$ cat src/rtl/memory_test_sequencer.sv
// Multi-pass sequencer for the AXI memory checker.
// Holds the checker in reset, releases it, starts it, waits for done under a
// watchdog, records the result and re-arms it for the next pass. The checker's
// DONE is terminal, so every pass begins with a fresh reset pulse.
//
// state        | meaning
// -------------+-----------------------------------------------------------
// S_IDLE       | no run active, checker held in reset, waiting for run edge
// S_RESET_CHK  | checker held in reset for SETTLE_CYCLES before a pass
// S_ARM        | checker out of reset for one cycle, start goes high next
// S_WAIT_DONE  | start high, waiting for checker done under the watchdog
// S_RECORD     | one cycle to log the pass result and decide what follows
// S_DONE       | run finished, results held until run drops
module memory_test_sequencer #(
    parameter int NUM_PASSES     = 4,
    parameter int TIMEOUT_CYCLES = 2**24,
    parameter int SETTLE_CYCLES  = 16,
    parameter bit STOP_ON_FAIL   = 1'b1,
    parameter int CNT_W          = 16
) (
    input  logic             axi_clk_i,
    input  logic             rst_i,
    input  logic             run_i,
    input  logic             abort_i,
    output logic             chk_rstn_o,
    output logic             chk_start_o,
    input  logic             chk_done_i,
    input  logic             chk_pass_i,
    output logic             busy_o,
    output logic             seq_done_o,
    output logic             seq_pass_o,
    output logic             timeout_flag_o,
    output logic [CNT_W-1:0] cur_pass_o,
    output logic [CNT_W-1:0] pass_cnt_o,
    output logic [CNT_W-1:0] fail_cnt_o
);

    localparam int SET_W = (SETTLE_CYCLES > 1) ? $clog2(SETTLE_CYCLES) : 1;
    localparam int TMO_W = $clog2(TIMEOUT_CYCLES);

    localparam logic [SET_W-1:0] SETTLE_LAST = SET_W'(SETTLE_CYCLES - 1);
    localparam logic [SET_W-1:0] SETTLE_ONE  = SET_W'(1);
    localparam logic [TMO_W-1:0] TMO_LAST    = TMO_W'(TIMEOUT_CYCLES - 1);
    localparam logic [TMO_W-1:0] TMO_ONE     = TMO_W'(1);
    localparam logic [CNT_W-1:0] CNT_MAX     = {CNT_W{1'b1}};
    localparam logic [CNT_W-1:0] CNT_ONE     = CNT_W'(1);
    localparam logic [CNT_W:0]   IDX_ONE     = (CNT_W+1)'(1);
    localparam logic [CNT_W:0]   PASSES_C    = (CNT_W+1)'(NUM_PASSES);

    typedef enum logic [2:0] {
        S_IDLE,
        S_RESET_CHK,
        S_ARM,
        S_WAIT_DONE,
        S_RECORD,
        S_DONE
    } state_t;

    state_t             state_q, state_d;
    logic               run_q;
    logic [SET_W-1:0]   settle_cnt_q, settle_cnt_d;
    logic [TMO_W-1:0]   tmo_cnt_q, tmo_cnt_d;
    logic               chk_rstn_q, chk_rstn_d;
    logic               chk_start_q, chk_start_d;
    logic               seq_done_q, seq_done_d;
    logic               seq_pass_q, seq_pass_d;
    logic               timeout_flag_q, timeout_flag_d;
    logic [CNT_W-1:0]   cur_pass_q, cur_pass_d;
    logic [CNT_W-1:0]   pass_cnt_q, pass_cnt_d;
    logic [CNT_W-1:0]   fail_cnt_q, fail_cnt_d;
    logic               run_edge;
    logic               busy;
    logic               enter_done;
    logic               last_pass;

    function automatic logic [CNT_W-1:0] sat_inc(input logic [CNT_W-1:0] v);
        return (v == CNT_MAX) ? v : v + CNT_ONE;
    endfunction

    assign run_edge  = run_i & ~run_q;
    assign busy      = (state_q != S_IDLE) && (state_q != S_DONE);
    assign last_pass = (NUM_PASSES != 0) && (({1'b0, cur_pass_q} + IDX_ONE) == PASSES_C);

    // Next-state, counter and flag logic; abort overrides the normal transitions.
    always_comb begin
        state_d        = state_q;
        settle_cnt_d   = settle_cnt_q;
        tmo_cnt_d      = tmo_cnt_q;
        chk_start_d    = chk_start_q;
        seq_done_d     = seq_done_q;
        seq_pass_d     = seq_pass_q;
        timeout_flag_d = timeout_flag_q;
        cur_pass_d     = cur_pass_q;
        pass_cnt_d     = pass_cnt_q;
        fail_cnt_d     = fail_cnt_q;
        enter_done     = 1'b0;

        case (state_q)
            S_IDLE: begin
                if (run_edge) begin
                    state_d        = S_RESET_CHK;
                    settle_cnt_d   = '0;
                    cur_pass_d     = '0;
                    pass_cnt_d     = '0;
                    fail_cnt_d     = '0;
                    seq_done_d     = 1'b0;
                    seq_pass_d     = 1'b0;
                    timeout_flag_d = 1'b0;
                end
            end
            S_RESET_CHK: begin
                settle_cnt_d = settle_cnt_q + SETTLE_ONE;
                if (settle_cnt_q == SETTLE_LAST) begin
                    state_d = S_ARM;
                end
            end
            S_ARM: begin
                chk_start_d = 1'b1;
                tmo_cnt_d   = '0;
                state_d     = S_WAIT_DONE;
            end
            S_WAIT_DONE: begin
                tmo_cnt_d = tmo_cnt_q + TMO_ONE;
                // done on the terminal cycle still counts as a completed pass
                if (chk_done_i) begin
                    state_d = S_RECORD;
                end else if (tmo_cnt_q == TMO_LAST) begin
                    timeout_flag_d = 1'b1;
                    fail_cnt_d     = sat_inc(fail_cnt_q);
                    cur_pass_d     = sat_inc(cur_pass_q);
                    chk_start_d    = 1'b0;
                    enter_done     = 1'b1;
                end
            end
            S_RECORD: begin
                chk_start_d = 1'b0;
                cur_pass_d  = sat_inc(cur_pass_q);
                if (chk_pass_i) begin
                    pass_cnt_d = sat_inc(pass_cnt_q);
                end else begin
                    fail_cnt_d = sat_inc(fail_cnt_q);
                end
                if (last_pass) begin
                    enter_done = 1'b1;
                end else if (STOP_ON_FAIL && !chk_pass_i) begin
                    enter_done = 1'b1;
                end else begin
                    state_d      = S_RESET_CHK;
                    settle_cnt_d = '0;
                end
            end
            S_DONE: begin
                if (!run_i) begin
                    state_d = S_IDLE;
                end
            end
            default: begin
                state_d = S_IDLE;
            end
        endcase

        // seq_pass is judged on the counters as they will be after this edge
        if (enter_done) begin
            state_d    = S_DONE;
            seq_done_d = 1'b1;
            seq_pass_d = (fail_cnt_d == '0) && !timeout_flag_d;
        end

        // abort freezes results, dropping any update RECORD was about to make
        if (abort_i && busy) begin
            state_d        = S_DONE;
            chk_start_d    = 1'b0;
            seq_done_d     = 1'b1;
            seq_pass_d     = 1'b0;
            timeout_flag_d = timeout_flag_q;
            cur_pass_d     = cur_pass_q;
            pass_cnt_d     = pass_cnt_q;
            fail_cnt_d     = fail_cnt_q;
        end

        chk_rstn_d = (state_d == S_ARM) || (state_d == S_WAIT_DONE) || (state_d == S_RECORD);
    end

    // run_q follows run even during reset so a run held high through reset is not an edge.
    always_ff @(posedge axi_clk_i) begin
        run_q <= run_i;
    end

    // State and result registers with synchronous reset.
    always_ff @(posedge axi_clk_i) begin
        if (rst_i) begin
            state_q        <= S_IDLE;
            settle_cnt_q   <= '0;
            tmo_cnt_q      <= '0;
            chk_rstn_q     <= 1'b0;
            chk_start_q    <= 1'b0;
            seq_done_q     <= 1'b0;
            seq_pass_q     <= 1'b0;
            timeout_flag_q <= 1'b0;
            cur_pass_q     <= '0;
            pass_cnt_q     <= '0;
            fail_cnt_q     <= '0;
        end else begin
            state_q        <= state_d;
            settle_cnt_q   <= settle_cnt_d;
            tmo_cnt_q      <= tmo_cnt_d;
            chk_rstn_q     <= chk_rstn_d;
            chk_start_q    <= chk_start_d;
            seq_done_q     <= seq_done_d;
            seq_pass_q     <= seq_pass_d;
            timeout_flag_q <= timeout_flag_d;
            cur_pass_q     <= cur_pass_d;
            pass_cnt_q     <= pass_cnt_d;
            fail_cnt_q     <= fail_cnt_d;
        end
    end

    assign chk_rstn_o     = chk_rstn_q;
    assign chk_start_o    = chk_start_q;
    assign busy_o         = busy;
    assign seq_done_o     = seq_done_q;
    assign seq_pass_o     = seq_pass_q;
    assign timeout_flag_o = timeout_flag_q;
    assign cur_pass_o     = cur_pass_q;
    assign pass_cnt_o     = pass_cnt_q;
    assign fail_cnt_o     = fail_cnt_q;

endmodule
$ cat config.mk
export PLATFORM = sky130hd
export DESIGN_NAME = memory_test_sequencer
export DESIGN_NICKNAME = d
export VERILOG_FILES = /design/src/rtl/memory_test_sequencer.sv
export SDC_FILE = /design/constraint.sdc
export NUM_CORES = 1
export LEC_CHECK = 0
export BUFFER_PORTS_ARGS = -buffer_cell sky130_fd_sc_hd__buf_2
export CAP_MARGIN = 40
export CORE_UTILIZATION = 53
export CTS_CLUSTER_SIZE = 10
export DETAILED_ROUTE_END_ITERATION = 7
export HOLD_SLACK_MARGIN = 0.08
export PLACE_DENSITY_LB_ADDON = 0.15
export SLEW_MARGIN = 40
export SYNTH_ARGS = -nofsm -noshare
export SYNTH_HDL_FRONTEND = slang
export SYNTH_SLANG_ARGS = --single-unit
$ cat constraint.sdc
create_clock -name axi_clk_i -period 2.47 [get_ports axi_clk_i]
set_input_delay 0.1235 -clock axi_clk_i [delete_from_list [all_inputs] [get_ports axi_clk_i]]
set_output_delay 0.1235 -clock axi_clk_i [all_outputs]
set_load 0.03 [all_outputs]
==> qor.yml, run 1 <==
grt:
  use_met2: 0.505
  grt_start_max_net_pins: 23
  grt.met3_usage: 0.0418
  antenna_found_initial: 0
  grt_pass1_vias: 5026
  met1_usage: 0.426
  grt_most_used_layer: "met2"
  globalRouteOverflowTotal: 0
  grt_pass1_wl_mm: 24.7
  grt_util_all_layers: 0.311
placement:
  dpl-instance-area_um2: 5980
  port_buffers: 59
  place_hpwl_mm: 11.3
  gp_congestion: 0.959
floorplan:
  io_pins: 60
  die-height_um: 100
  dieArea_um2: 10000
  die_w_um: 100
  initial_core_util: 0.549
  rows: 35
  core_um2: 9280
clocking:
  insertion_delay_ns: 0.38
  cts_tree: "done"
  clkSinkCount: 85
  path_clk_slew_ns: 0.10
  clockRootBuffer: "clkbuf_8"
  clock_path_buffers: 2
  numCtsBuffers: 9
  cts_max_level: 3
synthesis:
  synth_flop_cell: "dfxtp_1"
  syn-num-nets: 677
  yosysMostFrequentCell: "dfxtp_1"
  synth_commonest_cells: "dfxtp_1, nor2_1, a21oi_1, nand2_1, o21ai_0"
  ys_ff_latch: 85
  synth-seq-area-share: 0.334
  syn_avg_cell_area_um2: 7.66
  synth.distinct_cells: 73
  synth_edf_count: 0
  synth_top_area_frac: 0.334
  ys_warn_count: 0
  synth_area_leaders: "dfxtp_1, nor2_1, a21oi_1"
  syn_inst: 665
  synthArstFlopShare: 0
  yosys.area.top_type: "dfxtp_1"
  mappedNetlistArea_um2: 5100
critical_path:
  crit_path_end: "cur_pass_o[3]"
  startpoint: "tmo_cnt_q[1]"
  slowest_stage: "or4b_4"
  cp_common_cell: "nand3_4"
  reg2regPathDepth: 10
  r2r_end: "cur_pass_o[3]"
  crit_path_max_fanout: 5
  crit_path_start_kind: "flip-flop"
  critical_path.top_delay_family: "simple AND/OR/NAND/NOR gates"
  path_buf_inv: 1
  cpPeakStageDelay_ns: 0.49
  cp.arrival_ns: 2.75
  cp.required_ns: 2.78
  reg2reg_slack_ns: 0.02
  worstPathCellList: "ha_4 -> nand3_4 -> nor4b_4 -> buf_4 -> nand3_4 -> a21oi_4 -> o311ai_2 -> or2_4 -> or4b_4 -> a21oi_2"
  cp_num_cells: 10
  reg2reg_from: "tmo_cnt_q[1]"
  cp-end-kind: "flip-flop"
  critical_path_class: "flip-flop to flip-flop"
finish:
  nets: 796
  diodes: 0
  drive_above_1_share: 0.275
  area_growth_pct: 25.8
  finalInstanceArea_um2: 6410
detailed_routing:
  vias: 5564
  drt-total-wl_mm: 15.5
  firstDrtPassIters: 6
  viasPerCell: 6.06
  drt_iter0_drc: 443
  drtAntennaViolNets: 0
  drc: 0
  wl_per_cell_um: 16.9
power:
  powerDensity_nw_per_um2: 514
  power_frac_comb: 0.256
  p_int_mw: 2.12
  ir_drop_uv: 352
  clockPowerShare: 0.302
  p_leak_nw: 2.52
  p_sw_mw: 1.18
  power_frac_seq: 0.441
  p_sw_frac: 0.357
sta:
  max-slew-margin-rel: 0.612
  tightest_slew_ns: 0.577
  final.setup.tns_ns: 0
  fmax_ghz: 0.409
  skew_ns: 0.0167
  hold_viol_final: 0
  post-route-period-util: 0.990
  setup_violations: 0
  rsz0062_at_grt: "yes"
  hold_ws_ns: 0.139
  period_minus_slack_ns: 2.45
  drv_slew: 0
status:
  status: "finished clean"
hold_path:
  hold_path.class: "input pin to flip-flop"
flow_run:
  drv_cap: 0
==> stage by stage <==
stage                     power (mW)  utilization  cells  setup WS (ns)
after floorplan                 1.98            -    665        -0.0472
after global placement          2.27        0.644    891       -0.00274
after detailed placement        2.28        0.644    891        -0.0415
after CTS                       3.27        0.669    909        0.00221
after global routing            3.45        0.691    918        -0.0940
final                           3.29        0.691    918         0.0240
==> area by class of cell <==
class / count / area, µm²
clock buffer: 9 / 124
clock inverter: 7 / 66.3
fill: 799 / 2870
inverter: 9 / 33.8
multi-input combinational: 532 / 3350
sequential: 85 / 1720
tap: 129 / 161
timing repair buffer: 147 / 958
==> state kept, by name, indices dropped and copies added (netlist names) <==
| name | cells |
|---|---|
| run_q | 1 |
| seq_pass_o | 1 |
| fail_cnt_o | 16 |
| chk_rstn_o | 1 |
| pass_cnt_o | 16 |
| tmo_cnt_q | 24 |
| chk_start_o | 1 |
| timeout_flag_o | 1 |
| settle_cnt_q | 4 |
| seq_done_o | 1 |
| state_q | 3 |
| cur_pass_o | 16 |
==> worst reg2reg max path: stages (launching register included) <==
cell and delay, ns:
dfxtp_4 0.38, ha_4 0.16, nand3_4 0.09, nor4b_4 0.25, buf_4 0.18, nand3_4 0.10, a21oi_4 0.19, o311ai_2 0.12
or2_4 0.30, or4b_4 0.49, a21oi_2 0.13
==> kinds of logic (layout without fill, tap and decap cells) <==
logic type | Yosys count | in the layout | share of synthesized area
AOI/OAI and AO/OA | 175 | 175 | 0.211
xor gates and xnor gates | 34 | 34 | 0.0584
adders and majority gates | 6 | 6 | 0.0147
buffers and inverters | 48 | 172 | 0.0403
DFF | 85 | 85 | 0.334
muxes | 2 | 2 | 0.00393
and+or+nand+nor | 315 | 315 | 0.338
==> power groups by stage <==
stage / Combinational [mW] / Clock [mW] / Sequential [mW]
floorplan: 0.423 / 0 / 1.56
global placement: 0.790 / 0 / 1.48
detailed placement: 0.795 / 0 / 1.48
CTS: 0.808 / 1.01 / 1.45
global route: 0.911 / 1.08 / 1.46
finish: 0.844 / 0.996 / 1.45
==> worst min-delay path by stage <==
stage,start,endpoint,slack [ns],cells past startpoint
2_1_floorplan,run_i,run_q,0.15,0
3_3_place_gp,run_i,run_q,0.28,1
3_5_place_dp,run_i,run_q,0.29,1
4_1_cts,rst_i,timeout_flag_o,0.11,2
5_1_grt,rst_i,timeout_flag_o,0.16,2
6_report,rst_i,state_q[0],0.14,2
==> metal layers <==
metal	routed length (µm)	up-vias
met5	0	-
li1	-	2668
met1	6910	2637
met2	7240	223
met3	1030	36
met4	308	0
==> placed cells by master, fill, tap and decap left out, drive strengths merged, types with 18 or more instances in the layout <==
cell	netlist	layout
dfxtp	85	85
xor2	18	18
nor2	82	82
o21ai	49	49
nor3	19	19
nand3	31	31
a21oi	60	60
nand2	57	57
nand4	23	23
buf	21	146
==> what timing repair did <==
action                                 4_1_cts  5_1_grt
cloned                                       0        0
resized for setup                            7       37
setup endpoints to repair                    4       29
hold buffers                                 1        0
setup buffers                                1        9
pin swaps                                    3       21
endpoints found under the hold margin        1        0
(Power assumes the default switching activity.)
==> inputs of run 2 (changes only) <==
--- a/config.mk
+++ b/config.mk
@@ -10,8 +10,11 @@
 export CORE_UTILIZATION = 53
 export CTS_CLUSTER_SIZE = 10
 export DETAILED_ROUTE_END_ITERATION = 7
+export GPL_ROUTABILITY_DRIVEN = 0
 export HOLD_SLACK_MARGIN = 0.08
 export PLACE_DENSITY_LB_ADDON = 0.15
+export REMOVE_ABC_BUFFERS = 1
+export SKIP_CTS_REPAIR_TIMING = 1
 export SLEW_MARGIN = 40
 export SYNTH_ARGS = -nofsm -noshare
 export SYNTH_HDL_FRONTEND = slang
==> run 2 against run 1 <==
The flow now finishes with violations (setup timing). Combinational power fell by 1%. Critical path type unchanged. Critical endpoint unchanged. Largest power group unchanged. Largest cell class unchanged. Final area fell by 1.8%. Flip-flop and latch count unchanged. Sequential share of layout area grew 0.27 points. Worst hold slack worse by 0.0031 ns. Maximum frequency decreased by 1.6%. Die area unchanged.
==> qor.yml, run 2 (synthesis results as in run 1) <==
finish:
  drive_above_1_share: 0.237
  nets: 783
  area_growth_pct: 23.6
  largest-register: "tmo_cnt_q"
  largest_reg_flops: 24
  n_fill_cell: 796
  diodes: 0
  finalInstanceArea_um2: 6300
  layout_common_cells: "nor2_1, dfxtp_1, buf_4, buf_2"
clocking:
  cts_tree: "done"
  path_clk_slew_ns: 0.09
  clockRootBuffer: "clkbuf_8"
  cts_max_level: 3
  clock_path_buffers: 2
  clkSinkCount: 85
  numCtsBuffers: 9
  insertion_delay_ns: 0.36
sta:
  rsz0062_at_grt: "yes"
  final.setup.tns_ns: -0.0158
  period_minus_slack_ns: 2.49
  post-route-period-util: 1.01
  hold_ws_ns: 0.136
  hold_viol_final: 0
  finalWorstSetupSlack_ns: -0.0158
  drv_slew: 0
  setup_violations: 1
  tightest_slew_ns: 0.556
  skew_ns: 0.0149
  max-slew-margin-rel: 0.629
  fmax_ghz: 0.402
grt:
  antenna_found_initial: 0
  grt_pass1_vias: 5144
  grt_util_all_layers: 0.303
  grt_start_max_net_pins: 34
  grt_pass1_wl_mm: 24.3
  globalRouteOverflowTotal: 0
placement:
  place_hpwl_mm: 10.8
  dpl-instance-area_um2: 5950
  pre_cts_ws_ns: -0.0871
  port_buffers: 59
detailed_routing:
  viasPerCell: 6.11
  vias: 5528
  firstDrtPassIters: 8
  drt-total-wl_mm: 14.8
  drtAntennaViolNets: 0
  drc: 0
  drt_iter0_drc: 357
  wl_per_cell_um: 16.3
floorplan:
  die-height_um: 100
  rows: 35
  dieArea_um2: 10000
  io_pins: 60
  core_um2: 9280
  die_w_um: 100
  initial_core_util: 0.549
power:
  ir_drop_uv: 309
  power.total_mw: 3.42
  p_leak_nw: 2.47
  powerDensity_nw_per_um2: 544
critical_path:
  critical_path_class: "flip-flop to flip-flop"
  cp-end-kind: "flip-flop"
  crit_path_max_fanout: 6
  cp.arrival_ns: 2.77
  crit_path_start_kind: "flip-flop"
  cp.required_ns: 2.75
status:
  violations: "setup timing"
  status: "complete, but fails checks"
flow_run:
  drv_cap: 0
hold_path:
  hold_path.class: "input pin to flip-flop"
run 2: changes by cell type in the layout (fill, tap and decap cells not counted), sizes merged:
cell and change:
bufinv +2, inv -3, buf -13, clkinvlp -1, clkbuf +2
run 2: report_power, final:
group	internal, mW	total [mW]	switching (mW)
clock	0.602	1.13	0.531
combinational	0.306	0.834	0.528
sequential	1.41	1.45	0.0411
total	2.32	3.42	1.10
run 2: critical path, stage by stage, from the launching register on:
cell,delay [ns]
dfxtp_2,0.37
ha_4,0.16
nand3_4,0.08
nor4b_4,0.41
nand3_2,0.16
a21oi_4,0.19
o311ai_4,0.14
or2_4,0.30
or4b_1,0.46
a21oi_1,0.14
run 2: per-stage QoR:
step,utilization,std cells
3_3_place_gp,0.641,887
2_1_floorplan,-,626
6_report,0.678,905
4_1_cts,0.665,903
3_5_place_dp,0.641,887
5_1_grt,0.678,905
run 2: layout make-up:
type	count	area, µm²	area share
repair buffers	134	881	0.140
flip-flops and latches	85	1710	0.271
multi-input cells	532	3290	0.522
inverters	9	33.8	0.00536
well taps	129	161	0.0256
clock inverters	5	82.6	0.0131
clock buffers	11	141	0.0225
run 2: per-layer routing:
metal / global-route usage / up-vias / wire [µm]
met5: 0 / - / 0
met4: 0.155 / 0 / 551
met3: 0.0627 / 61 / 1280
met2: 0.492 / 288 / 6860
met1: 0.381 / 2533 / 6070
li1: - / 2646 / -
run 2: path summary, 6_finish.rpt:
check | from | depth (start not counted) | end | slack [ns]
max | tmo_cnt_q[0] | 9 | cur_pass_o[3] | -0.02
min | rst_i | 2 | timeout_flag_o | 0.14
max reg2reg | tmo_cnt_q[0] | 9 | cur_pass_o[3] | -0.02
min reg2reg | seq_done_o | 2 | seq_done_o | 0.47
==> inputs of run 3 (changes only) <==
--- a/config.mk
+++ b/config.mk
@@ -7,11 +7,14 @@
 export LEC_CHECK = 0
 export BUFFER_PORTS_ARGS = -buffer_cell sky130_fd_sc_hd__buf_2
 export CAP_MARGIN = 40
-export CORE_UTILIZATION = 53
+export CELL_PAD_IN_SITES_DETAIL_PLACEMENT = 1
+export CELL_PAD_IN_SITES_GLOBAL_PLACEMENT = 2
+export CORE_UTILIZATION = 31
 export CTS_CLUSTER_SIZE = 10
 export DETAILED_ROUTE_END_ITERATION = 7
 export GPL_ROUTABILITY_DRIVEN = 0
 export HOLD_SLACK_MARGIN = 0.08
+export MAX_ROUTING_LAYER = met4
 export PLACE_DENSITY_LB_ADDON = 0.15
 export REMOVE_ABC_BUFFERS = 1
 export SKIP_CTS_REPAIR_TIMING = 1
==> run 3 against run 2 <==
The flow now finishes without violations. Clock power is 29% higher. Global-route usage is 6.3 points lower. Die area is 69% higher. Sequential share of layout area is 2.0 points lower. First-iteration DRC count is 0.84% lower. Sequential power hardly changed. Final cell count is 14% higher. Via count is 1.7% higher. Non-clock buffer count is 36 higher. Final area is 8.0% higher. Worst setup slack better by 0.031 ns.
==> qor.yml, run 3 (synthesis results as in run 1) <==
critical_path:
  cp.arrival_ns: 2.76
  slowest_stage: "dfxtp_1"
  crit_path_start_kind: "flip-flop"
  path_buf_inv: 2
  crit_path_max_fanout: 6
  cp.required_ns: 2.77
  critical_path_class: "flip-flop to flip-flop"
  critical_path.top_delay_family: "simple AND/OR/NAND/NOR gates"
  worstPathCellList: "ha_1 -> and4_1 -> buf_4 -> nand4_1 -> buf_4 -> nand4_1 -> nor2b_1 -> o21ai_1 -> nor4bb_1 -> and4_1 -> a31o_1"
  cp-end-kind: "flip-flop"
  cpPeakStageDelay_ns: 0.32
finish:
  n_fill_cell: 1995
  largest_reg_flops: 24
  diodes: 0
  area_growth_pct: 33.4
  nets: 819
  final_common_cell: "buf_4"
  largest-register: "tmo_cnt_q"
  layout_common_cells: "buf_4, dfxtp_1, nor2_1, a21oi_1, buf_2"
  final_util: 0.426
  drive_above_1_share: 0.283
sta:
  finalWorstSetupSlack_ns: 0.0154
  setup_violations: 0
  max-slew-margin-rel: 0.458
  fmax_ghz: 0.407
  final.setup.tns_ns: 0
  rsz0062_at_grt: "yes"
  hold_viol_final: 0
  post-route-period-util: 0.994
  drv_slew: 0
  tightest_slew_ns: 0.813
  period_minus_slack_ns: 2.45
  skew_ns: 0.00879
clocking:
  numCtsBuffers: 9
  insertion_delay_ns: 0.36
  path_clk_slew_ns: 0.07
  clkSinkCount: 85
  cts_tree: "done"
  clockRootBuffer: "clkbuf_16"
  clock_path_buffers: 2
  cts_max_level: 3
placement:
  port_buffers: 59
  pre_cts_ws_ns: -0.0873
  place_hpwl_mm: 14.3
detailed_routing:
  drc: 0
  viasPerCell: 5.47
  firstDrtPassIters: 5
  vias: 5621
  wl_per_cell_um: 18.4
  drt-total-wl_mm: 18.9
  drtAntennaViolNets: 0
  drt_iter0_drc: 354
grt:
  antenna_found_initial: 0
  grt_start_max_net_pins: 36
  globalRouteOverflowTotal: 0
  grt_pass1_vias: 5780
  grt_util_all_layers: 0.240
  grt_pass1_wl_mm: 30.3
floorplan:
  die-height_um: 130
  core_um2: 15900
  io_pins: 60
  initial_core_util: 0.320
  die_w_um: 130
  dieArea_um2: 17000
  rows: 46
hold_path:
  hold_path.class: "input pin to flip-flop"
flow_run:
  drv_cap: 0
power:
  powerDensity_nw_per_um2: 560
  p_leak_nw: 2.70
  power.total_mw: 3.81
  ir_drop_uv: 404
status:
  status: "finished clean"
==> run 3: layout make-up <==
cell class | instances | area (µm²) | area share
timing repair buffer | 170 | 1140 | 0.168
clock inverter | 6 | 71.3 | 0.0105
sequential | 85 | 1710 | 0.251
tap | 216 | 270 | 0.0397
multi-input combinational | 532 | 3330 | 0.490
inverter | 9 | 33.8 | 0.00497
clock buffer | 10 | 239 | 0.0351
==> run 3: worst reg2reg max path, stage by stage (launching register included) <==
cell      delay [ns]
dfxtp_1         0.32
ha_1            0.23
and4_1          0.24
buf_4           0.17
nand4_1         0.13
buf_4           0.17
nand4_1         0.11
nor2b_1         0.15
o21ai_1         0.15
nor4bb_1        0.31
and4_1          0.27
a31o_1          0.15
==> run 3: worst paths after layout <==
| check | from | end | slack [ns] | cells after the start |
|---|---|---|---|---|
| worst max-delay path | fail_cnt_o[0] | seq_pass_o | 0.02 | 11 |
| worst min-delay path | rst_i | tmo_cnt_q[7] | 0.11 | 2 |
| worst max register to register | fail_cnt_o[0] | seq_pass_o | 0.02 | 11 |
| worst min register to register | seq_done_o | seq_done_o | 0.49 | 2 |
==> run 3: per-stage QoR <==
step,hold slack [ns],cells,area [µm²]
2_1_floorplan,0.151,626,4920
3_3_place_gp,0.293,1009,6320
3_5_place_dp,0.296,1009,6320
4_1_cts,-0.0740,1025,6630
5_1_grt,0.119,1028,6800
6_report,0.111,1028,6800
==> run 3: per-layer routing <==
metal,routed length (µm),vias to the layer above,global-route usage,part of all wire
li1,-,2714,-,-
met1,8330,2742,0.290,0.44
met3,870,31,0.0390,0.046
met2,9330,134,0.404,0.49
met4,351,0,0.0834,0.019
met5,0,-,-,0
==> run 3: report_power, final <==
part / leakage (nW) / switching [mW] / total [mW] / internal (mW)
combinational: 1.86 / 0.572 / 0.893 / 0.321
sequential: 0.689 / 0.0435 / 1.46 / 1.41
clock: 0.145 / 0.640 / 1.46 / 0.820
total: 2.70 / 1.26 / 3.81 / 2.55
